File: src/rtl/rotary_dial_decoder.sv
// rotary_dial_decoder
//   Dial front end for the combination lock. Synchronises and debounces a raw
//   quadrature encoder and a centre push-button, decodes quadrature steps into
//   a wrapping absolute dial position and emits one-cycle step/press pulses.
//
// Ports
//   Clk        in   clock, rising edge
//   reset      in   synchronous, active-high reset
//   EncA/EncB  in   raw asynchronous encoder channels
//   BtnCenter  in   raw asynchronous centre button, 1 = pressed
//   Count      out  dial position 0..POS_MAX
//   Right      out  one-cycle pulse, clockwise detent completed
//   Left       out  one-cycle pulse, counter-clockwise detent completed
//   Center     out  one-cycle pulse on debounced button press
//   Error      out  sticky, illegal quadrature transition seen
//   Armed      out  start-up settle period complete
module rotary_dial_decoder #(
    parameter int POS_MAX          = 19,
    parameter int DEBOUNCE_CYCLES  = 4,
    parameter int EDGES_PER_DETENT = 4
) (
    input  logic       Clk,
    input  logic       reset,
    input  logic       EncA,
    input  logic       EncB,
    input  logic       BtnCenter,
    output logic [4:0] Count,
    output logic       Right,
    output logic       Left,
    output logic       Center,
    output logic       Error,
    output logic       Armed
);

    localparam int DBW = $clog2(DEBOUNCE_CYCLES + 1);
    localparam int AW  = $clog2(DEBOUNCE_CYCLES + 3);

    localparam logic [DBW-1:0]    DB_LAST  = DBW'(DEBOUNCE_CYCLES - 1);
    localparam logic [AW-1:0]     ARM_LAST = AW'(DEBOUNCE_CYCLES + 2);
    localparam logic [4:0]        POS_TOP  = 5'(POS_MAX);
    localparam logic signed [3:0] ACC_TOP  = 4'(EDGES_PER_DETENT - 1);
    localparam logic signed [3:0] ACC_BOT  = -ACC_TOP;

    // Bit order for the per-signal vectors: {A, B, button}
    logic [2:0]     s1, s2;
    logic [2:0]     filt;
    logic [DBW-1:0] db_cnt [3];
    logic [AW-1:0]  arm_cnt;

    logic [1:0]        prev_ab;
    logic              btn_prev;
    logic signed [3:0] acc;

    logic [1:0]        ab;
    logic [1:0]        dir;
    logic signed [3:0] acc_nx;
    logic [4:0]        count_nx;
    logic              right_nx, left_nx, center_nx, error_nx;

    // Position of a quadrature state along the clockwise cycle 00->01->11->10.
    // The modulo-4 difference of two positions gives the transition type.
    function automatic logic [1:0] quad_pos(input logic [1:0] v);
        case (v)
            2'b00:   quad_pos = 2'd0;
            2'b01:   quad_pos = 2'd1;
            2'b11:   quad_pos = 2'd2;
            default: quad_pos = 2'd3;
        endcase
    endfunction

    // ---- synchroniser ----
    always_ff @(posedge Clk) begin
        if (reset) begin
            s1 <= '0;
            s2 <= '0;
        end else begin
            s1 <= {EncA, EncB, BtnCenter};
            s2 <= s1;
        end
    end

    // ---- debounce filters and arming ----
    // Until armed the filters track the synchronisers directly, so whatever
    // level the inputs rest at after reset is adopted without producing steps.
    always_ff @(posedge Clk) begin
        if (reset) begin
            filt    <= '0;
            arm_cnt <= '0;
            Armed   <= 1'b0;
            for (int i = 0; i < 3; i++) db_cnt[i] <= '0;
        end else begin
            if (!Armed) begin
                if (arm_cnt == ARM_LAST) Armed <= 1'b1;
                else                     arm_cnt <= arm_cnt + 1'b1;
            end
            for (int i = 0; i < 3; i++) begin
                if (!Armed) begin
                    filt[i]   <= s2[i];
                    db_cnt[i] <= '0;
                end else if (s2[i] == filt[i]) begin
                    db_cnt[i] <= '0;
                end else if (db_cnt[i] == DB_LAST) begin
                    filt[i]   <= s2[i];
                    db_cnt[i] <= '0;
                end else begin
                    db_cnt[i] <= db_cnt[i] + 1'b1;
                end
            end
        end
    end

    // ---- quadrature decode and button edge ----
    assign ab  = filt[2:1];
    assign dir = quad_pos(ab) - quad_pos(prev_ab);

    always_comb begin
        acc_nx    = acc;
        count_nx  = Count;
        right_nx  = 1'b0;
        left_nx   = 1'b0;
        error_nx  = Error;
        center_nx = Armed & filt[0] & ~btn_prev;
        if (Armed) begin
            case (dir)
                2'd1: begin
                    if (acc == ACC_TOP) begin
                        acc_nx   = '0;
                        right_nx = 1'b1;
                        count_nx = (Count == POS_TOP) ? 5'd0 : Count + 5'd1;
                    end else begin
                        acc_nx = acc + 4'sd1;
                    end
                end
                2'd3: begin
                    if (acc == ACC_BOT) begin
                        acc_nx   = '0;
                        left_nx  = 1'b1;
                        count_nx = (Count == 5'd0) ? POS_TOP : Count - 5'd1;
                    end else begin
                        acc_nx = acc - 4'sd1;
                    end
                end
                2'd2: begin
                    // Both channels moved at once: direction unknown.
                    error_nx = 1'b1;
                    acc_nx   = '0;
                end
                default: ;
            endcase
        end
    end

    // ---- output registers ----
    always_ff @(posedge Clk) begin
        if (reset) begin
            prev_ab  <= '0;
            btn_prev <= 1'b0;
            acc      <= '0;
            Count    <= '0;
            Right    <= 1'b0;
            Left     <= 1'b0;
            Center   <= 1'b0;
            Error    <= 1'b0;
        end else begin
            prev_ab  <= ab;
            btn_prev <= filt[0];
            acc      <= acc_nx;
            Count    <= count_nx;
            Right    <= right_nx;
            Left     <= left_nx;
            Center   <= center_nx;
            Error    <= error_nx;
        end
    end

endmodule

File: config.mk
export PLATFORM = sky130hd
export DESIGN_NAME = rotary_dial_decoder
export DESIGN_NICKNAME = d
export VERILOG_FILES = /design/src/rtl/rotary_dial_decoder.sv
export SDC_FILE = /design/constraint.sdc
export NUM_CORES = 1
export LEC_CHECK = 0
export BUFFER_PORTS_ARGS = -buffer_cell sky130_fd_sc_hd__buf_4
export CAP_MARGIN = 20
export CORE_MARGIN = 2
export CORE_UTILIZATION = 25
export CTS_BUF_LIST = sky130_fd_sc_hd__clkbuf_16
export CTS_CLUSTER_SIZE = 14
export DETAILED_ROUTE_END_ITERATION = 7
export SETUP_SLACK_MARGIN = 0.5
export SLEW_MARGIN = 20
export SYNTH_ARGS = -nofsm -noshare
export SYNTH_HDL_FRONTEND = slang
export SYNTH_SLANG_ARGS = --single-unit
File: constraint.sdc
create_clock -name Clk -period 2.9 [get_ports Clk]
set_input_delay 0.435 -clock Clk [delete_from_list [all_inputs] [get_ports Clk]]
set_output_delay 0.435 -clock Clk [all_outputs]
set_load 0.03 [all_outputs]
Word-level counts from Yosys, hierarchy flattened --
Memory sizes are Yosys's and may differ from the RTL's. Cells that the tools add are included.
Word-level totals: memories kept 1, bits in registers 29, latch bits 0, bits in writable memories 9, ROM bits 0
Memory list:
- db_cnt | depth 3, bits a word 3, rd ports 3, clocked after Yosys merged registers in 0, write ports 3, RTL line 47 | logic [DBW-1:0] db_cnt [3];
Cells by class: reduce and logical (&&, ||, !) cells 14, bitwise gates (word level) 19, divide/modulo/power cells 0, add/subtract/negate cells 9, shift operators 0, $mul 0, order comparisons 0, equality and inequality tests 25, muxes and demuxes 82
Operators with widths (count):
- two-way mux 1 bit | 60
- two-way mux 3 bit | 12
- two-way mux 5 bit | 4
- adder 3 x 1 -> 3 bit, second input constant | 4
- OR 1 bit | 12
- one-hot mux 2 bit (3 select lines) | 2
- one-hot mux 4 bit (3 select lines) | 1
- AND reduction 2 bit | 6
- inequality test 2 bit, second input constant | 5
- one-hot mux 5 bit (2 select lines) | 1
- == test 3 x 2 -> 1 bit, second input constant | 3
- == test 2 bit, second input constant | 4
- == test 4 x 3 -> 1 bit, second input constant | 2
- two-way mux 4 bit | 2
- == test 2 x 1 -> 1 bit, second input constant | 3
- inequality test 2 x 1 -> 1 bit, second input constant | 3
- OR reduction 3 bit | 2
- adder 5 x 1 -> 5 bit, second input constant | 1
- == test 5 bit, second input constant | 1
- logical NOT 5 bit | 1
- NOT 1 bit | 5
- subtractor 5 x 1 -> 5 bit, second input constant | 1
- adder 4 x 2 -> 4 bit, second input constant | 1
- logical NOT 2 bit | 2
- 8 further kinds | 11

Longest topological paths before layout --
Gate-level depths: netlist of the first run.
word-level depth 8, depth in mapped cells 9, gate-level depth less buffers 8

Least setup slack after synthesis of the first run --
Ideal clock, no wire load.
path type reg-to-reg, start reg filt[1], end reg Count[2], library setup time 0.060 ns, required time 2.840 ns, path slack 0.729 ns, arrival time 2.111 ns, period minus slack after synthesis 2.171 ns, path buffers 1, cell stages (with the launch flop) 9, path through dfxtp_1 inv_1 ha_1 ha_1 xor3_1 buf_4 nand2_1 a2111oi_0 mux2_1
Between the ends: longest elaborated chain between the ends 6, elaborated cells on any way between the ends 12, those cells by class 1 x add/sub; 6 x eq/ne; 2 x mux; 3 x reduce/logical
Ends and longest elaborated chain:
- start: declaration | RTL line 46 | logic [2:0] filt;
- start signal: indexed assignment | RTL line 98 | filt[i] <= s2[i];
- start signal: indexed assignment | RTL line 103 | filt[i] <= s2[i];
- == test 2 bit (tied with other cells) | RTL line 63 | case (v)
- one-hot mux 2 bit (3 select lines) * | RTL line 63
- subtractor 2 bit * | RTL line 114 | assign dir = quad_pos(ab) - quad_pos(prev_ab);
- == test 2 bit / == test 2 x 1 -> 1 bit (equally long branches) | RTL line 124 | case (dir)
- inequality test 2 bit (no line) / nonzero test 2 bit (equally long branches)
- AND reduction 4 bit (no line)
- end signal: assignment | RTL line 168 | Count <= count_nx;
- end: declaration | RTL line 27 | output logic [4:0] Count,
Every way passes the cells marked *; elsewhere a longest branch is shown, timed or not. A chain may end at the register's enable or synchronous reset.

Worst setup path in the final report of the first run --
start reg filt[1], end reg Count[3]
The elaborated chain is that of the path after synthesis.

==> results of run 1 <==
## layout by cell type, fill, tap and decap left out, types with 2 or more instances in the layout
| cell type | count |
|---|---|
| dfxtp_1 | 29 |
| nor2_1 | 23 |
| inv_1 | 19 |
| buf_4 | 18 |
| ha_1 | 17 |
| nand2_1 | 13 |
| a21oi_1 | 13 |
| nor2b_1 | 9 |
| edfxtp_1 | 9 |
| conb_1 | 9 |
| o21ai_0 | 8 |
| nand3_1 | 6 |
| o21ai_1 | 6 |
| xnor2_1 | 5 |
| nor3_1 | 5 |
| or3_1 | 5 |
| clkbuf_16 | 5 |
| a31oi_1 | 3 |
| nand3b_1 | 3 |
| nor3b_1 | 2 |
| a311oi_1 | 2 |
| mux2i_1 | 2 |
| a211oi_1 | 2 |
| o2111ai_1 | 2 |
| nor4_1 | 2 |
| bufinv_16 | 2 |
## final timing paths
kind / startpoint / end / cells after the start
max: filt[1] / Count[3] / 7
min: BtnCenter / s1[0] / 2
max reg2reg: filt[1] / Count[3] / 7
min reg2reg: btn_prev / Center / 1
## sequential cells by signal (all words and copies together), names as in the netlist
signal	flops
Armed	1
Center	1
Count	5
Error	1
Left	1
Right	1
acc	4
arm_cnt	3
btn_prev	1
db_cnt	9
filt	3
prev_ab	2
s1	3
s2	3
## per-layer routing
metal / vias to the layer above / track usage, % / share of wire (%)
met5: - / 0 / 0
met4: 0 / 6.763 / 4.1
met3: 17 / 2.167 / 5.4
met2: 55 / 17.14 / 47
met1: 753 / 12.81 / 44
li1: 814 / - / -
## synth_stat cells, types with 2 or more instances
cell	n
nand2_1	13
nor3b_1	2
nor4_1	2
a31oi_1	3
o2111ai_1	2
xnor2_1	5
buf_2	2
nand3_1	6
nor3_1	5
edfxtp_1	9
a21oi_1	13
inv_1	19
nor2b_1	9
a211oi_1	2
nand3b_1	3
dfxtp_1	29
o21ai_0	8
nor2_1	23
a311oi_1	2
ha_1	18
o21ai_1	6
clkbuf_1	5
or3_1	5
mux2i_1	3
## cells by family after synthesis
| family | share of synthesized area [%] |
|---|---|
| AND/OR/NAND/NOR | 19.17 |
| AO/OA/AOI/OAI | 15.48 |
| flip-flops | 41.92 |
| buffers and inverters | 5.672 |
| adder cells (fa/ha/maj) | 11.10 |
| XOR/XNOR | 4.439 |
| multiplexers | 2.035 |
| other | 0.1848 |
## power breakdown
group / switching [W] / internal (W) / total (W)
clock: 0.000208 / 0.000490 / 0.000698
combinational: 0.0000548 / 0.0000426 / 0.0000973
sequential: 0.0000135 / 0.000560 / 0.000573
## final cells by class
| type | count | area, um2 |
|---|---|---|
| Multi-Input combinational cell | 161 | 1102 |
| Sequential cell | 38 | 850.8 |
| Clock inverter | 3 | 63.81 |
| Timing Repair Buffer | 18 | 135.1 |
| Inverter | 20 | 75.07 |
| Fill cell | 813 | 5328 |
| Clock buffer | 5 | 125.1 |
| Tap cell | 102 | 127.6 |
## worst max-delay path, delay by kind of cell, from the launching register on
kind | cells | cell delay, ns
compound gates | 3 | 0.92
fa+ha+maj | 2 | 0.50
flops | 1 | 0.37
xor+xnor | 1 | 0.33
buf+inv | 1 | 0.09
## metrics by stage
stage / area (um2) / cells / utilization, % / setup WS, ns
2_1_floorplan: 2059 / 228 / - / 0.7292
4_1_cts: 2477 / 347 / 31.73 / 0.4946
5_1_grt: 2480 / 347 / 31.76 / 0.5306
3_5_place_dp: 2267 / 337 / 29.04 / 0.3333
6_report: 2480 / 347 / 31.76 / 0.6400
3_3_place_gp: 2267 / 337 / 29.04 / 0.4276
## timing repair
item	in CTS	in global routing
gates resized for setup	3	1
setup buffers	2	0
endpoints found under the hold margin	0	0
endpoints found under the setup margin	5	5
pin swaps	1	1
==> impl_metrics.tcl, run 1 <==
set metrics [dict create \
    cts_buffers 5 \
    yosysWarningCount 0 \
    grt_usage_pct 10.62 \
    fmax_mhz 442.5 \
    finalCriticalPeriod_ns 2.260 \
    rsz0062_at_grt "no" \
    synth_area_leaders "dfxtp_1, edfxtp_1, ha_1" \
    avgSynthCellArea_um2 9.225 \
    grt_max_degree 28 \
    worst_setup_path_start_kind "register" \
    avgViaCountPerCell 4.723 \
    vias 1639 \
    outcome "completed" \
    cts_max_level 2 \
    crit_arrival_ns 2.49 \
    cp_slowest_cell "a2111oi_2" \
    clock_path_buffers 2 \
    grt_pass1_vias 1553 \
    start_util_pct 25.99 \
    skew_ns 0.003030 \
    p_leak_nw 1.007 \
    setup_viol 0 \
    n_antenna_cell 0 \
    grt-ovfl-total 0 \
    crit_required_ns 3.13 \
    root_buffer "clkbuf_16" \
    ys_seq_area_share_pct 41.92 \
    cap_violations 0 \
    grt_pass1_wl_um 7272 \
    drive_gt1_share_pct 13.06 \
    drtIter0Drc 94 \
    synth.distinct_cells 50 \
    yosys.area.top_type_share_pct 28.61 \
    critical_path_class "register to register" \
    ios 15 \
    synthesis.area_mm2 0.002029 \
    worstMarginPinSlew_ns 0.6778 \
    ant_nets 0 \
    synth-seq-cells 38 \
    powerDensity_mw_per_mm2 551.7 \
    wl_um 4269 \
    die_area_mm2 0.008855 \
    syn2layout_area_growth_pct 22.19 \
    reg2reg_slack_ns 0.64 \
    synth_cells 220 \
    core_area_mm2 0.007807 \
    clkTransAtPathRegs_ns 0.06 \
    hold_buffers 0 \
    worst_skew_pair.late_latency_ns 0.28 \
    hold_slack_ns 0.3645 \
    path_cells "inv_1 > ha_1 > ha_2 > xnor3_2 > a311o_1 > a2111oi_2 > a31o_1" \
    synth_edf_count 9 \
    synth-main-ff-cell "dfxtp_1" \
    place_congestion 0.8967 \
    finalSetupTns_ns 0 \
    slowest_delay_ns 0.40 \
    finalCritPeriodShare_pct 77.93 \
    peakVddDrop_v 0.0002793 \
    clkSinkCount 38 \
    die_w_um 94.10 \
    max_slew_margin_pct 54.65 \
    dp_hpwl_um 2951 \
    cts_tree "done" \
    dr.pass1.iters 4 \
    port_buffers 14 \
    hp-class "input port to register" \
    total_power_w 0.001368 \
    worst_setup_path_end_kind "register" \
    fp.dieH_um 94.10 \
    avgRoutedWirePerCell_um 12.30 \
    row_count 32 \
    slew_viol_final 0 \
    drcViolationCount 0 \
    layout.nets 267 \
    antenna_found_initial 0 \
    async_flop_share_pct 0 \
    hold_violations 0 \
    crit_fanout 10 \
    yosysTopAreaCell "dfxtp_1" \
]
Note: power is estimated with default switching activity, not from simulation.
==> inputs of run 2 (changes only) <==
Clock period 2.9 ns to 1.93 ns, I/O delays scaled along.
==> impl_metrics.tcl, run 2 (synthesis gave the netlist of run 1 again) <==
set metrics [dict create \
    worst_setup_path_start_kind "register" \
    grt_max_degree 27 \
    hold_depth 2 \
    dr.pass1.iters 4 \
    final_cell_mix "buf_4, dfxtp_1, inv_1, nor2_1" \
    avgViaCountPerCell 4.499 \
    finalCriticalPeriod_ns 1.994 \
    path_cells "ha_2 > nor2_4 > xor3_2 > mux2i_2 > a211oi_2 > mux2_1" \
    setup_viol 4 \
    slowest_delay_ns 0.50 \
    ant_nets 0 \
    largest_register_ffs 9 \
    worst_setup_path_end_kind "register" \
    reg.largest.list "db_cnt: 9 flops, Count: 5 flops, acc: 4 flops" \
    fmax_mhz 501.4 \
    p_leak_nw 1.096 \
    cts_max_level 2 \
    place_congestion 0.8591 \
    crit_arrival_ns 2.16 \
    outcome "finished, violations left" \
    port_buffers 14 \
    hold_slack_ns 0.2280 \
    ios 15 \
    wl_um 4442 \
    skew_ns 0.003883 \
    drive_gt1_share_pct 33.46 \
    finalCritPeriodShare_pct 103.3 \
    clkSinkCount 38 \
    avgRoutedWirePerCell_um 12.17 \
    grt-ovfl-total 0 \
    dp.cells 352 \
    crit_required_ns 2.10 \
    hold_violations 0 \
    grt_usage_pct 10.92 \
    vias 1642 \
    worstHoldStart "EncA" \
    seqCellArea_um2 859.6 \
    total_power_w 0.001834 \
    drcViolationCount 0 \
    grt_pass1_vias 1631 \
    syn2layout_area_growth_pct 35.02 \
    reg2reg_from "prev_ab[0]" \
    die_area_mm2 0.008855 \
    slew_viol_final 0 \
    layout.nets 285 \
    core_area_mm2 0.007807 \
    cap_violations 0 \
    start_util_pct 25.99 \
    powerDensity_mw_per_mm2 669.2 \
    grt_pass1_wl_um 7389 \
    crit_fanout 4 \
    row_count 32 \
    top_register "db_cnt" \
    root_buffer "clkbuf_16" \
    reg2reg_slack_ns -0.06 \
    rsz0062_at_grt "yes" \
    multi_input_area_mm2 0.001255 \
    die_w_um 94.10 \
    cp_slowest_cell "xor3_2" \
    fillers 798 \
    hold_buffers 0 \
    r2r-end "Count[2]" \
    final_cells 365 \
    critical_path_class "register to register" \
    antenna_found_initial 0 \
    dp_hpwl_um 3195 \
    clkTransAtPathRegs_ns 0.06 \
    holdPathEnd "s1[2]" \
    cts_buffers 5 \
    worst_skew_pair.late_latency_ns 0.28 \
    layout_commonest_cell "buf_4" \
    violations "setup timing" \
    cts_tree "done" \
    timing.final.ws_setup_ns -0.06439 \
    reg2reg_depth 6 \
    fp.dieH_um 94.10 \
    peakVddDrop_v 0.0002830 \
    n_antenna_cell 0 \
    clock_path_buffers 2 \
    hp-class "input port to register" \
    drtIter0Drc 106 \
]
## run 2: cell count changes in the layout (fill, tap and decap cells not counted), moves of 3 or more
cell	change
buf_4	+15
dfxtp_1	-7
nor2_2	+3
nor2_4	+3
dfxtp_2	+7
ha_2	+6
or3_1	-3
ha_1	-10
or3_4	+3
buf_6	+3
ha_4	+4
nor2_1	-6
## run 2: worst max-delay path by stage
stage | startpoint | end | slack (ns)
2_1_floorplan | prev_ab[1] | Count[2] | -0.004
3_3_place_gp | prev_ab[1] | Count[4] | -0.03
3_5_place_dp | prev_ab[1] | Count[2] | -0.07
4_1_cts | prev_ab[0] | Count[4] | -0.06
5_1_grt | prev_ab[0] | Count[2] | -0.15
6_report | prev_ab[0] | Count[2] | -0.06
## run 2: worst max-delay path, delay by kind of cell, from the launching register on
kind	cells	cell delay [ns]
multiplexers	2	0.52
XOR/XNOR	1	0.50
flip-flops	1	0.32
AO/OA/AOI/OAI	1	0.24
adder cells (fa/ha/maj)	1	0.19
AND/OR/NAND/NOR	1	0.11
## run 2: metrics by stage
step	setup TNS [ns]	worst slack, ns	instance area [um2]	util (%)
after global routing	-0.6154	-0.1452	2740	35.10
final	-0.1173	-0.06439	2740	35.10
after detailed placement	-0.2154	-0.07006	2464	31.55
after CTS	-0.1735	-0.05572	2668	34.17
after floorplan	-0.004013	-0.004013	2165	-
after global placement	-0.06705	-0.02826	2464	31.55
## run 2: timing repair
item                       in CTS  in global routing
cloned                          0                  0
setup buffers                   3                  2
pin swaps                       1                  5
gates resized for setup        12                 15
setup endpoints to repair      21                 22
## run 2: final cells by class
type                       instances  area share [%]
timing repair buffer              36           10.27
multi-input combinational        161           45.80
clock buffer                       5           4.566
sequential                        38           31.37
clock inverter                     3          0.5023
tap                              102           4.658
inverter                          20           2.831
## run 2: where the power goes
part	internal, W	total (W)	switching, W	leakage [nW]
Combinational	0.0000914	0.000188	0.0000967	0.689
Clock	0.000469	0.000782	0.000313	0.0748
Sequential	0.000841	0.000863	0.0000222	0.332
Total	0.00140	0.00183	0.000432	1.10
## run 2: per-layer routing
metal / share of wire, % / global-route usage, % / wire length [um]
met3: 3.7 / 3.531 / 166
met1: 46 / 12.83 / 2047
met4: 0.68 / 4.348 / 30
met2: 49 / 18.33 / 2197
met5: 0 / 0 / 0
